**config.mk**
```make
export PLATFORM = sky130hd
export DESIGN_NAME = stage_if
export DESIGN_NICKNAME = d
export VERILOG_FILES = /design/src/rtl/riscv_pkg.sv /design/src/rtl/if_fifo.sv /design/src/rtl/stage_if.sv
export SDC_FILE = /design/constraint.sdc
export NUM_CORES = 1
export LEC_CHECK = 0
export CAP_MARGIN = 20
export CORE_UTILIZATION = 60
export CTS_CLUSTER_SIZE = 40
export DETAILED_ROUTE_END_ITERATION = 8
export GPL_TIMING_DRIVEN = 0
export PLACE_DENSITY = 0.84
export SLEW_MARGIN = 20
export SYNTH_ARGS = -nofsm -noshare
export SYNTH_HDL_FRONTEND = slang
export SYNTH_SLANG_ARGS = --single-unit
```
**constraint.sdc**
```tcl
create_clock -name clk -period 14.09 [get_ports clk]
set_clock_uncertainty 0.05 [all_clocks]
set_input_delay 2.818 -clock clk [delete_from_list [all_inputs] [get_ports clk]]
set_output_delay 2.818 -clock clk [all_outputs]
set_load 0.01 [all_outputs]
```
**src/rtl/riscv_pkg.sv**
```systemverilog
// rtl/riscv_pkg.sv - shared fetch-path constants, types and helpers
package riscv_pkg;

    localparam int XLEN = 32;
    localparam logic [XLEN-1:0] INST_NOP = 32'h0000_0013;
    localparam logic [XLEN-1:0] PC_STEP  = 32'd4;

    typedef struct packed {
        logic [XLEN-1:0] pc;
        logic [XLEN-1:0] inst;
    } fetch_entry_t;

    // Instructions are word aligned; the low two address bits are dropped.
    function automatic logic [XLEN-1:0] align_pc(input logic [XLEN-1:0] addr);
        return addr & ~32'h0000_0003;
    endfunction

endpackage

```
**src/rtl/if_fifo.sv**
```systemverilog
// rtl/if_fifo.sv - instruction buffer holding fetched {pc, inst} pairs in order
module if_fifo
    import riscv_pkg::*;
#(
    parameter int DEPTH = 4,
    parameter int CNT_W = 3
) (
    input  logic               clk,
    input  logic               rst,
    input  logic               push,
    input  logic               pop,
    input  logic               flush,
    input  fetch_entry_t       wdata,
    output fetch_entry_t       rdata,
    output logic               full,
    output logic               empty,
    output logic [CNT_W-1:0]   count
);

    localparam int PTR_W = $clog2(DEPTH);

    fetch_entry_t     mem [DEPTH];
    logic [PTR_W-1:0] wr_ptr;
    logic [PTR_W-1:0] rd_ptr;
    logic             do_push;
    logic             do_pop;

    assign full    = (count == CNT_W'(DEPTH));
    assign empty   = (count == '0);
    assign do_push = push && !full;
    assign do_pop  = pop && !empty;
    assign rdata   = mem[rd_ptr];

    always_ff @(posedge clk or posedge rst) begin
        if (rst) begin
            wr_ptr <= '0;
            rd_ptr <= '0;
            count  <= '0;
        end else if (flush) begin
            wr_ptr <= '0;
            rd_ptr <= '0;
            count  <= '0;
        end else begin
            if (do_push) wr_ptr <= wr_ptr + 1'b1;
            if (do_pop)  rd_ptr <= rd_ptr + 1'b1;
            case ({do_push, do_pop})
                2'b10:   count <= count + CNT_W'(1);
                2'b01:   count <= count - CNT_W'(1);
                default: ;
            endcase
        end
    end

    // Storage needs no reset: an entry is only read after it has been written.
    always_ff @(posedge clk) begin
        if (do_push && !flush) mem[wr_ptr] <= wdata;
    end

    a_no_push_full: assert property (@(posedge clk) disable iff (rst) !(push && full));

endmodule

```
**src/rtl/stage_if.sv**
```systemverilog
// rtl/stage_if.sv - instruction fetch stage: PC, imem request credit, response buffering, IF/ID register
module stage_if
    import riscv_pkg::*;
#(
    parameter logic [31:0] RESET_PC   = 32'h0000_0000,
    parameter int          FIFO_DEPTH = 4,
    parameter int          CNT_W      = 3
) (
    input  logic        clk,
    input  logic        rst,
    input  logic        ctrl_stall,
    input  logic        br_taken,
    input  logic [31:0] br_target,
    output logic        imem_req,
    output logic [31:0] imem_addr,
    input  logic        imem_gnt,
    input  logic        imem_rvalid,
    input  logic [31:0] imem_rdata,
    output logic [31:0] if_inst,
    output logic [31:0] if_pc,
    output logic        if_valid
);

    localparam logic [CNT_W-1:0] ONE = CNT_W'(1);

    logic [XLEN-1:0]  pc;
    logic [XLEN-1:0]  rsp_pc;
    logic [XLEN-1:0]  br_pc;
    logic [CNT_W-1:0] outstanding;
    logic [CNT_W-1:0] drop_cnt;
    logic [CNT_W-1:0] fifo_count;
    logic [CNT_W:0]   credit_used;
    logic             fifo_full;
    logic             fifo_empty;
    logic             accept;
    logic             keep;
    logic             pop;
    fetch_entry_t     push_entry;
    fetch_entry_t     head;

    assign br_pc       = align_pc(br_target);
    assign credit_used = {1'b0, outstanding} + {1'b0, fifo_count};

    // Every issued request reserves a buffer slot, so responses can never overflow.
    assign imem_req  = !rst && !br_taken && !fifo_full &&
                       (credit_used < (CNT_W+1)'(FIFO_DEPTH));
    assign imem_addr = pc;
    assign accept    = imem_req && imem_gnt;

    // Responses to requests issued before a redirect are stale and discarded.
    assign keep       = imem_rvalid && !br_taken && (drop_cnt == '0);
    assign pop        = !br_taken && !ctrl_stall && !fifo_empty;
    assign push_entry = '{pc: rsp_pc, inst: imem_rdata};

    always_ff @(posedge clk or posedge rst) begin
        if (rst) begin
            pc <= RESET_PC;
        end else if (br_taken) begin
            pc <= br_pc;
        end else if (accept) begin
            pc <= pc + PC_STEP;
        end
    end

    always_ff @(posedge clk or posedge rst) begin
        if (rst) begin
            rsp_pc <= RESET_PC;
        end else if (br_taken) begin
            rsp_pc <= br_pc;
        end else if (keep) begin
            rsp_pc <= rsp_pc + PC_STEP;
        end
    end

    always_ff @(posedge clk or posedge rst) begin
        if (rst) begin
            outstanding <= '0;
        end else begin
            case ({accept, imem_rvalid})
                2'b10:   outstanding <= outstanding + ONE;
                2'b01:   outstanding <= outstanding - ONE;
                default: ;
            endcase
        end
    end

    always_ff @(posedge clk or posedge rst) begin
        if (rst) begin
            drop_cnt <= '0;
        end else if (br_taken) begin
            drop_cnt <= imem_rvalid ? (outstanding - ONE) : outstanding;
        end else if (imem_rvalid && (drop_cnt != '0)) begin
            drop_cnt <= drop_cnt - ONE;
        end
    end

    if_fifo #(
        .DEPTH (FIFO_DEPTH),
        .CNT_W (CNT_W)
    ) u_fifo (
        .clk   (clk),
        .rst   (rst),
        .push  (keep),
        .pop   (pop),
        .flush (br_taken),
        .wdata (push_entry),
        .rdata (head),
        .full  (fifo_full),
        .empty (fifo_empty),
        .count (fifo_count)
    );

    // Redirect beats stall: the decode slot must not keep a wrong-path instruction.
    always_ff @(posedge clk or posedge rst) begin
        if (rst) begin
            if_inst  <= INST_NOP;
            if_pc    <= RESET_PC;
            if_valid <= 1'b0;
        end else if (br_taken) begin
            if_inst  <= INST_NOP;
            if_valid <= 1'b0;
        end else if (!ctrl_stall) begin
            if (!fifo_empty) begin
                if_inst  <= head.inst;
                if_pc    <= head.pc;
                if_valid <= 1'b1;
            end else begin
                if_inst  <= INST_NOP;
                if_valid <= 1'b0;
            end
        end
    end

    a_credit: assert property (@(posedge clk) disable iff (rst)
        credit_used <= (CNT_W+1)'(FIFO_DEPTH));
    a_drop:   assert property (@(posedge clk) disable iff (rst) drop_cnt <= outstanding);

endmodule
```
==> results of run 1 <==
==> where the power goes <==
part / total, mW / switching, mW / leakage (nW) / internal, mW
clock network: 1.05 / 0.418 / 0.637 / 0.632
logic: 0.599 / 0.301 / 2.31 / 0.297
registers: 1.41 / 0.0960 / 3.95 / 1.31
total: 3.06 / 0.815 / 6.89 / 2.24
==> layout by cell type (no fill, tap or decap), drive strengths merged, types with 9 or more instances in the layout <==
cell and instances:
clkinv 10, inv 23, edfxtp 248, mux4 62, and2 9, nor2 29, buf 25, o21ai 42
clkbuf 86, xor2 26, xnor2 16, ha 13, dfrtp 133, o311ai 10, nand3 29, mux2 10
nand4 24, nand2 158, nor3 21, clkdlybuf4s50 160, a22o 29, o211ai 9, nor4 11
==> through the flow <==
stage               instance area, sq um  power (mW)  hold WS, ns  instances  util, %
global route                       19100        3.17        0.452       1598     75.3
detailed placement                 17800        2.01        0.415       1527     70.2
finish                             19100        3.06        0.426       1598     75.3
floorplan                          15700        1.74        0.436       1032        -
CTS                                19100        3.07        0.430       1597     75.3
global placement                   17700        1.98        0.410       1522     69.6
==> registers in the layout (all words and copies together) (netlist names) <==
register       cells
drop_cnt           3
if_inst           32
if_pc             30
if_valid           1
imem_addr         30
outstanding        3
rsp_pc            30
u_fifo.count       3
u_fifo.mem       248
u_fifo.rd_ptr      2
u_fifo.wr_ptr      2
==> cells in the mapped netlist, drive strengths merged (2+ instances only) <==
library cell / instances / area, sq um
nand4: 24 / 171
o22a: 3 / 26.3
mux2i: 4 / 40.0
xor2: 26 / 228
o31a: 2 / 17.5
nor2: 29 / 116
o311ai: 10 / 87.6
a31oi: 3 / 18.8
mux4: 62 / 1400
mux2: 10 / 113
nand4b: 3 / 26.3
nand3: 29 / 150
ha: 13 / 163
a22o: 29 / 254
or3: 4 / 25.0
a21boi: 7 / 52.6
a31o: 2 / 17.5
nand2: 158 / 593
nor2b: 2 / 12.5
a211oi: 2 / 15.0
or2: 5 / 31.3
clkbuf: 29 / 109
nand2b: 3 / 18.8
and3: 7 / 45.1
or4: 5 / 41.3
o21ai: 42 / 210
dfrtp: 133 / 3330
dfstp: 3 / 78.8
edfxtp: 248 / 7450
a21oi: 7 / 35.0
nor4: 11 / 81.3
nor3: 21 / 121
o211ai: 9 / 67.6
buf: 20 / 108
inv: 23 / 86.3
and2: 9 / 56.3
xnor2: 16 / 140
==> cells by family after synthesis <==
| kind of cell | after synthesis | share of synthesized area, % |
|---|---|---|
| flip-flops | 384 | 69.3 |
| other | 1 | 0.0239 |
| adder cells (fa/ha/maj) | 14 | 1.17 |
| AO/OA/AOI/OAI | 125 | 5.58 |
| XOR/XNOR | 42 | 2.35 |
| AND/OR/NAND/NOR | 314 | 9.74 |
| multiplexers | 76 | 9.89 |
| buffers and inverters | 73 | 1.96 |
==> worst paths after layout <==
path                                   end  slack, ns   startpoint
min                              if_pc[18]       0.43    if_pc[18]
max in group asynchronous        if_pc[13]      10.47          rst
min in group asynchronous   outstanding[2]       2.76          rst
max reg2reg                u_fifo.count[2]      10.85  drop_cnt[0]
max                               imem_req       6.25     br_taken
min reg2reg                      if_pc[18]       0.43    if_pc[18]
==> critical path: stages <==
cell             delay, ns
clkbuf_1              0.51
clkinv_1              0.58
and3_2                0.41
and2_1                0.17
clkdlybuf4s50_1       0.48
==> cell type report <==
type                    instances  area (sq um)
fillers                      1459          6270
multi-input cells             575          4520
clock buffers                  57          1140
diodes                          1          2.50
flip-flops and latches        384         10900
clock inverters                13           164
well taps                     330           413
plain buffers                  49           216
inverters                      24          97.6
repair buffers                165          1720
==> routing by layer <==
layer  share of wire, %  up-vias  track usage, %
li1                   -     4317               -
met1                 38     5150            41.2
met2                 50      588            50.9
met3                8.2       92            4.98
met4                3.0        0            10.3
met5                  0        -               0
==> qor.yml, run 1 <==
cts:
  cts_hold_buf: 0
  htree_levels: 2
  post_cts_buffers: 0
  cts_root_buf: "clkbuf_16"
  cts_tree: "yes"
  cts_resized: 0
  cts.sinks: 384
  clk_latency_ns: 0.52
  clk_pin_slew_ns: 0.06
  clockBufferDepth: 3
  cts_made_buffers: 38
worst_setup_path:
  worstPathMaxFanout: 10
  worstSetupPathType: "in -> out"
  end_kind: "output pin"
  crit_path_start_kind: "primary input"
  cp.arrival_ns: 4.97
  cp.required_ns: 11.22
  ff2ff_path_depth: 12
floorplan:
  die_x_um: 164
  die_area_sq_mm: 0.0268
  core_sq_mm: 0.0254
  die_h_um: 164
  placementRows: 58
  io_pins: 168
  start_util_pct: 61.7
job:
  drv_cap: 0
route:
  wl_um: 39600
  avgRoutedWirePerCell_um: 24.8
  vias_per_cell: 6.35
  drc: 0
  routed-via-count: 10100
  drt-pass1-iter-count: 7
  drtIter0Drc: 968
  ant_nets: 0
global_route:
  gr-total-overflow: 0
  grt_use_total_pct: 30.5
  grt_max_degree: 72
  grt_pass1_wl_um: 60100
  grt_antenna_before_repair: 1
  grt_pass1_vias: 10200
timing:
  fin_crit_sh_pct: 55.6
  setup_viol: 0
  rsz0062_at_grt: "false"
  finalWorstSetupSlack_ns: 6.25
  fmax_mhz: 128
  slew_headroom_pct: 47.3
  worstMarginPinSlew_ns: 0.790
  slew_violations: 0
  hold_viol_final: 0
  fin_crit_ns: 7.84
  setup_tns_ns: 0
final_layout:
  nets: 1321
  drive_gt1_share_pct: 13.9
  area_delta_synth_final_pct: 22.1
hold_path:
  min_path_cells: 2
  hold_path_class: "reg -> reg"
logic_synthesis:
  synth_edf_count: 248
  yosys_warnings: 0
  synth_cell_type_count: 65
  ys_seq_area_share_pct: 69.3
  synthFlopType: "edfxtp_1"
  syn_area_sq_mm: 0.0157
  syn_avg_cell_area_sq_um: 15.2
  syn_inst: 1029
  async_flop_share_pct: 35.4
  synth_seq_cells: 384
power:
  leakage_nw: 6.89
  powerDensity_mw_per_mm2: 160
  peakVddDrop_uv: 97.0
placed_design:
  gp_congestion: 0.900
  dp_hpwl_um: 24700
  port_buffers: 160
  dp_slack_ns: 6.39
run_status:
  outcome: "finished, final reports clean"
Note: power is estimated with default switching activity, not from simulation.
==> run 2, diff against run 1 <==
--- a/config.mk
+++ b/config.mk
@@ -6,11 +6,11 @@
 export NUM_CORES = 1
 export LEC_CHECK = 0
 export CAP_MARGIN = 20
-export CORE_UTILIZATION = 60
+export CORE_UTILIZATION = 51
 export CTS_CLUSTER_SIZE = 40
 export DETAILED_ROUTE_END_ITERATION = 8
 export GPL_TIMING_DRIVEN = 0
-export PLACE_DENSITY = 0.84
+export PLACE_DENSITY = 0.76
 export SLEW_MARGIN = 20
 export SYNTH_ARGS = -nofsm -noshare
 export SYNTH_HDL_FRONTEND = slang
==> constraint.sdc (replaced) <==
create_clock -name clk -period 7.2 [get_ports clk]
set_clock_uncertainty 0.05 [all_clocks]
set_input_delay 1.44 -clock clk [delete_from_list [all_inputs] [get_ports clk]]
set_output_delay 1.44 -clock clk [all_outputs]
set_load 0.01 [all_outputs]
==> qor.yml, run 2 (synthesis results as in run 1) <==
final_layout:
  largest_reg_flops: 248  # unchanged
  finalNonFillerCells: 1660  # was 1598
  largestRegisters: "u_fifo.mem: 248 flops, if_inst: 32 flops"  # unchanged
  multi_input_area_sq_mm: 0.00452  # unchanged
  final_cell_mix: "248 x edfxtp_1, 160 x clkdlybuf4s50_1, 158 x nand2_1, 133 x dfrtp_1, 62 x mux4_2"  # unchanged
  nets: 1322  # was 1321
  final_common_cell: "edfxtp_1"  # unchanged
  regMostFlops: "u_fifo.mem"  # unchanged
  drive_gt1_share_pct: 13.8  # was 13.9%
  nFillCells: 2153  # was 1459
  ff_latch_area_sq_mm: 0.0109  # unchanged
  utilization_pct: 63.8  # was 75.3%
  final_area_sq_mm: 0.0191  # about the same
  area_delta_synth_final_pct: 22.0  # was 22.1%
floorplan:
  die_h_um: 177  # was 164 um
  core_sq_mm: 0.0300  # was 0.0254 sq mm
  die_x_um: 177  # was 164 um
  io_pins: 168  # unchanged
  start_util_pct: 52.3  # was 61.7%
  placementRows: 63  # was 58
  die_area_sq_mm: 0.0314  # was 0.0268 sq mm
worst_setup_path:
  cp.arrival_ns: 3.74  # was 4.97 ns
  end_kind: "output pin"  # unchanged
  crit_path_start_kind: "primary input"  # unchanged
  reg2reg_to: "u_fifo.count[2]"  # unchanged
  critPathMaxStageDelay_ns: 0.64  # was 0.58 ns
  path_cells: "clkbuf_1 > clkinv_1 > and3_2 > and2_1 > clkdlybuf4s50_1"  # unchanged
  reg2reg_from: "drop_cnt[0]"  # unchanged
  worstPathMaxFanout: 10  # unchanged
  worstSetupPathType: "in -> out"  # unchanged
  r2r_slack_ns: 3.93  # was 10.85 ns
  ff2ff_path_depth: 12  # unchanged
  slowest_stage: "clkbuf_1"  # was clkinv_1
  cp.required_ns: 5.71  # was 11.22 ns
global_route:
  gr-total-overflow: 0  # unchanged
  grt_pass1_wl_um: 56000  # was 60100 um
  grt_use_total_pct: 23.5  # was 30.5%
  grt_pass1_vias: 9959  # was 10200
  grt_antenna_before_repair: 4  # was 1
  grt_max_degree: 75  # was 72
hold_path:
  min_path_cells: 2  # unchanged
  hold_start: "if_pc[9]"  # was if_pc[18]
  hold_path_end: "if_pc[9]"  # was if_pc[18]
  hold_path_class: "reg -> reg"  # unchanged
timing:
  fmax_mhz: 191
  worstMarginPinSlew_ns: 0.876  # was 0.790 ns
  rsz0062_at_grt: "false"  # unchanged
  hold_viol_final: 0  # unchanged
  slew_violations: 0  # unchanged
  slew_headroom_pct: 41.6  # was 47.3%
  fin_crit_ns: 5.23
  fin_crit_sh_pct: 72.6
  setup_tns_ns: 0  # unchanged
  setup_viol: 0  # unchanged
placed_design:
  port_buffers: 160  # unchanged
  gp_congestion: 0.928  # was 0.900
  place_inst: 1587  # was 1527
  dp_hpwl_um: 23100  # was 24700 um
  placed_cell_area_sq_mm: 0.0179  # was 0.0178 sq mm
cts:
  cts_resized: 0  # unchanged
  clk_latency_ns: 0.54  # was 0.52 ns
  cts_hold_buf: 0  # unchanged
  clk_pin_slew_ns: 0.06  # about the same
  post_cts_buffers: 0  # unchanged
  clockBufferDepth: 3  # unchanged
  cts.sinks: 384  # unchanged
  cts_made_buffers: 39  # was 38
  cts_root_buf: "clkbuf_16"  # unchanged
  htree_levels: 2  # unchanged
  cts_tree: "yes"  # unchanged
power:
  leakage_nw: 6.84  # was 6.89 nW
  peakVddDrop_uv: 152  # was 97.0 uV
  total_power_mw: 5.78  # was 3.06 mW
  powerDensity_mw_per_mm2: 302  # was 160 mW/mm^2
route:
  routed-via-count: 9738  # was 10100
  vias_per_cell: 5.87  # was 6.35
  ant_nets: 0  # unchanged
  avgRoutedWirePerCell_um: 21.3  # was 24.8 um
  drt-pass1-iter-count: 6  # was 7
  drc: 0  # unchanged
  wl_um: 35400  # was 39600 um
  drtIter0Drc: 840  # was 968
run_status:
  outcome: "finished, final reports clean"  # unchanged
job:
  drv_cap: 0  # unchanged
## run 2: cell count changes in the layout (fill, tap and decap cells not counted), sizes merged
cell	before	now
clkbuf	86	85
bufinv	4	0
clkinv	10	15
inv	23	24
clkinvlp	0	1
## run 2: how the worst max path moves through the flow
stage / from / to / cells past startpoint
floorplan: rst / drop_cnt[0] / 1
global placement: rst / if_inst[2] / 2
detailed placement: br_taken / imem_req / 5
CTS: br_taken / imem_req / 5
global route: br_taken / imem_req / 5
finish: br_taken / imem_req / 5
## run 2: final cells by class
| type | count | share of cell area [%] |
|---|---|---|
| multi-input cells | 575 | 23.7 |
| clock buffers | 56 | 5.70 |
| well taps | 390 | 2.55 |
| flip-flops and latches | 384 | 56.8 |
| plain buffers | 49 | 1.13 |
| inverters | 24 | 0.511 |
| clock inverters | 16 | 0.609 |
| repair buffers | 165 | 8.99 |
| diodes | 1 | 0.0131 |
## run 2: report_power, final
part	total (mW)	internal, mW	switching, mW
clock network	1.90	1.07	0.838
logic	1.13	0.579	0.548
registers	2.75	2.57	0.181
total	5.78	4.21	1.57
## run 2: critical path, delay by kind of cell
kind / cells / cell delay, ns
buffers and inverters: 3 / 1.71
AND/OR/NAND/NOR: 2 / 0.59
## run 2: metrics by stage
step	setup slack, ns	hold WS, ns
floorplan	2.08	0.436
global placement	-0.241	0.408
detailed placement	2.04	0.413
CTS	2.02	0.430
global route	1.90	0.451
finish	1.97	0.423
## run 2: per-layer routing
metal / global-route usage, % / wire (um) / vias to the layer above
met5: 0 / 38 / -
met4: 6.90 / 794 / 6
met3: 4.66 / 2770 / 74
met2: 37.6 / 17000 / 437
met1: 32.7 / 14800 / 4889
li1: - / - / 4332
==> run 3, diff against run 2 <==
==> constraint.sdc (replaced) <==
create_clock -name clk -period 4.5 [get_ports clk]
set_clock_uncertainty 0.05 [all_clocks]
set_input_delay 0.9 -clock clk [delete_from_list [all_inputs] [get_ports clk]]
set_output_delay 0.9 -clock clk [all_outputs]
set_load 0.01 [all_outputs]
==> qor.yml, run 3 (synthesis results as in run 1) <==
run_status:
  outcome: "finished, final reports clean"  # unchanged
worst_setup_path:
  worstPathMaxFanout: 10  # unchanged
  slowest_stage: "clkbuf_1"  # unchanged
  setup.worst_path.end: "imem_req"  # unchanged
  ff2ff_path_depth: 12  # unchanged
  crit_cells: 5  # unchanged
  cp.buffers_inverters: 3  # unchanged
  reg2reg_from: "drop_cnt[0]"  # unchanged
  critical_path.startpoint: "br_taken"  # unchanged
  path_cells: "clkbuf_1 > clkinv_1 > and3_2 > and2_1 > clkdlybuf4s50_1"  # unchanged
  r2r_slack_ns: 1.13  # was 3.93 ns
  crit_path_start_kind: "primary input"  # unchanged
  cp.required_ns: 3.55  # was 5.71 ns
  critPathTopFamily: "buffers and inverters"  # unchanged
  critPathMaxStageDelay_ns: 0.59  # was 0.64 ns
  reg2reg_to: "u_fifo.count[2]"  # unchanged
  worstSetupPathType: "in -> out"  # unchanged
  cp.arrival_ns: 3.12  # was 3.74 ns
  end_kind: "output pin"  # unchanged
cts:
  clk_latency_ns: 0.54  # about the same
  htree_levels: 2  # unchanged
  clk_pin_slew_ns: 0.06  # about the same
  cts_root_buf: "clkbuf_16"  # unchanged
  cts_hold_buf: 0  # unchanged
  clockBufferDepth: 3  # unchanged
  post_cts_buffers: 0  # unchanged
  cts_tree: "yes"  # unchanged
  cts.sinks: 384  # unchanged
  cts_made_buffers: 40  # was 39
  cts_resized: 0  # unchanged
final_layout:
  largest_reg_flops: 248  # unchanged
  largestRegisters: "u_fifo.mem: 248 flops, if_inst: 32 flops"  # unchanged
  final_area_sq_mm: 0.0193  # was 0.0191 sq mm
  final_common_cell: "edfxtp_1"  # unchanged
  utilization_pct: 64.4  # was 63.8%
  drive_gt1_share_pct: 14.8  # was 13.8%
  nets: 1326  # was 1322
  final_cell_mix: "248 x edfxtp_1, 160 x clkdlybuf4s50_1, 158 x nand2_1, 133 x dfrtp_1, 62 x mux4_2"  # unchanged
  regMostFlops: "u_fifo.mem"  # unchanged
  diodes: 0  # was 1
  area_delta_synth_final_pct: 23.2  # was 22.0%
  nFillCells: 2078  # was 2153
timing:
  fmax_mhz: 246
  rsz0062_at_grt: "false"  # unchanged
  slew_violations: 0  # unchanged
  hold_viol_final: 0  # unchanged
  fin_crit_ns: 4.07
  setup_viol: 0  # unchanged
  fin_crit_sh_pct: 90.5
  hold_slack_ns: 0.421  # was 0.423 ns
  slew_headroom_pct: 44.9  # was 41.6%
  worstMarginPinSlew_ns: 0.827  # was 0.876 ns
floorplan:
  core_sq_mm: 0.0300  # unchanged
  io_pins: 168  # unchanged
  start_util_pct: 52.3  # unchanged
  die_area_sq_mm: 0.0314  # unchanged
  die_h_um: 177  # unchanged
  placementRows: 63  # unchanged
  die_x_um: 177  # unchanged
power:
  peakVddDrop_uv: 300  # was 152 uV
  leakage_nw: 6.93  # was 6.84 nW
  powerDensity_mw_per_mm2: 494  # was 302 mW/mm^2
global_route:
  grt_pass1_vias: 9920  # was 9959
  grt_max_degree: 48  # was 75
  grt_pass1_wl_um: 56400  # was 56000 um
  grt_antenna_before_repair: 1  # was 4
  gr-total-overflow: 0  # unchanged
  grt_use_total_pct: 23.8  # was 23.5%
placed_design:
  port_buffers: 160  # unchanged
  placed_cell_area_sq_mm: 0.0180  # was 0.0179 sq mm
  gp_congestion: 0.916  # was 0.928
  dp_hpwl_um: 23600  # was 23100 um
route:
  vias_per_cell: 5.88  # was 5.87
  wl_um: 36100  # was 35400 um
  drt-pass1-iter-count: 5  # was 6
  drc: 0  # unchanged
  ant_nets: 0  # unchanged
  avgRoutedWirePerCell_um: 21.7  # was 21.3 um
  drtIter0Drc: 964  # was 840
  routed-via-count: 9780  # was 9738
job:
  drv_cap: 0  # unchanged
hold_path:
  hold_path_class: "reg -> reg"  # unchanged
## run 3: cell count changes in the layout (fill, tap and decap cells not counted), sizes merged
cell and delta:
buf +3, bufinv +4, clkbuf -7, clkinv +2
clkinvlp +3, diode -1
## run 3: stage by stage
stage                     TNS (ns)  power (mW)  std cells  setup slack [ns]
after global placement     -336.95        6.21       1582             -1.37
after global routing             0        9.93       1664             0.364
final                            0        9.53       1664             0.429
after CTS                        0        9.59       1664             0.443
after detailed placement         0        6.28       1590             0.147
after floorplan                  0        5.46       1032             0.501
## run 3: layout make-up
| class | count | area, sq um | area share, % |
|---|---|---|---|
| inverter | 24 | 93.8 | 0.486 |
| clock inverter | 25 | 241 | 1.25 |
| buffer | 49 | 216 | 1.12 |
| timing repair buffer | 168 | 1790 | 9.29 |
| multi-input combinational | 575 | 4520 | 23.4 |
| clock buffer | 49 | 1090 | 5.63 |
| sequential | 384 | 10900 | 56.3 |
| tap | 390 | 488 | 2.53 |
## run 3: tightest hold or removal path, stage by stage, from the launching register on
cell	delay, ns
dfrtp_1	0.34
nand2_1	0.05
nand2_1	0.05
## run 3: worst min-delay path by stage
stage	slack, ns	start	cells past startpoint	to
6_report	0.42	if_pc[8]	2	if_pc[8]
5_1_grt	0.44	if_pc[21]	2	if_pc[21]
4_1_cts	0.43	if_pc[8]	2	if_pc[8]
3_5_place_dp	0.41	if_pc[13]	2	if_pc[13]
3_3_place_gp	0.41	if_pc[9]	2	if_pc[9]
2_1_floorplan	0.44	outstanding[2]	1	outstanding[2]
## run 3: routing by layer
metal | track usage [%] | vias up | share of wire (%)
met5 | 0 | - | 0.033
met4 | 6.54 | 2 | 1.7
met3 | 3.63 | 56 | 7.0
met2 | 39.3 | 476 | 49
met1 | 32.9 | 4918 | 42
li1 | - | 4328 | -
## run 3: power breakdown
part	leakage (nW)	switching (mW)	internal [mW]	total (mW)
clock	0.650	1.36	1.96	3.31
combinational	2.33	0.881	0.934	1.82
sequential	3.95	0.290	4.11	4.40
total	6.93	2.53	7.00	9.53
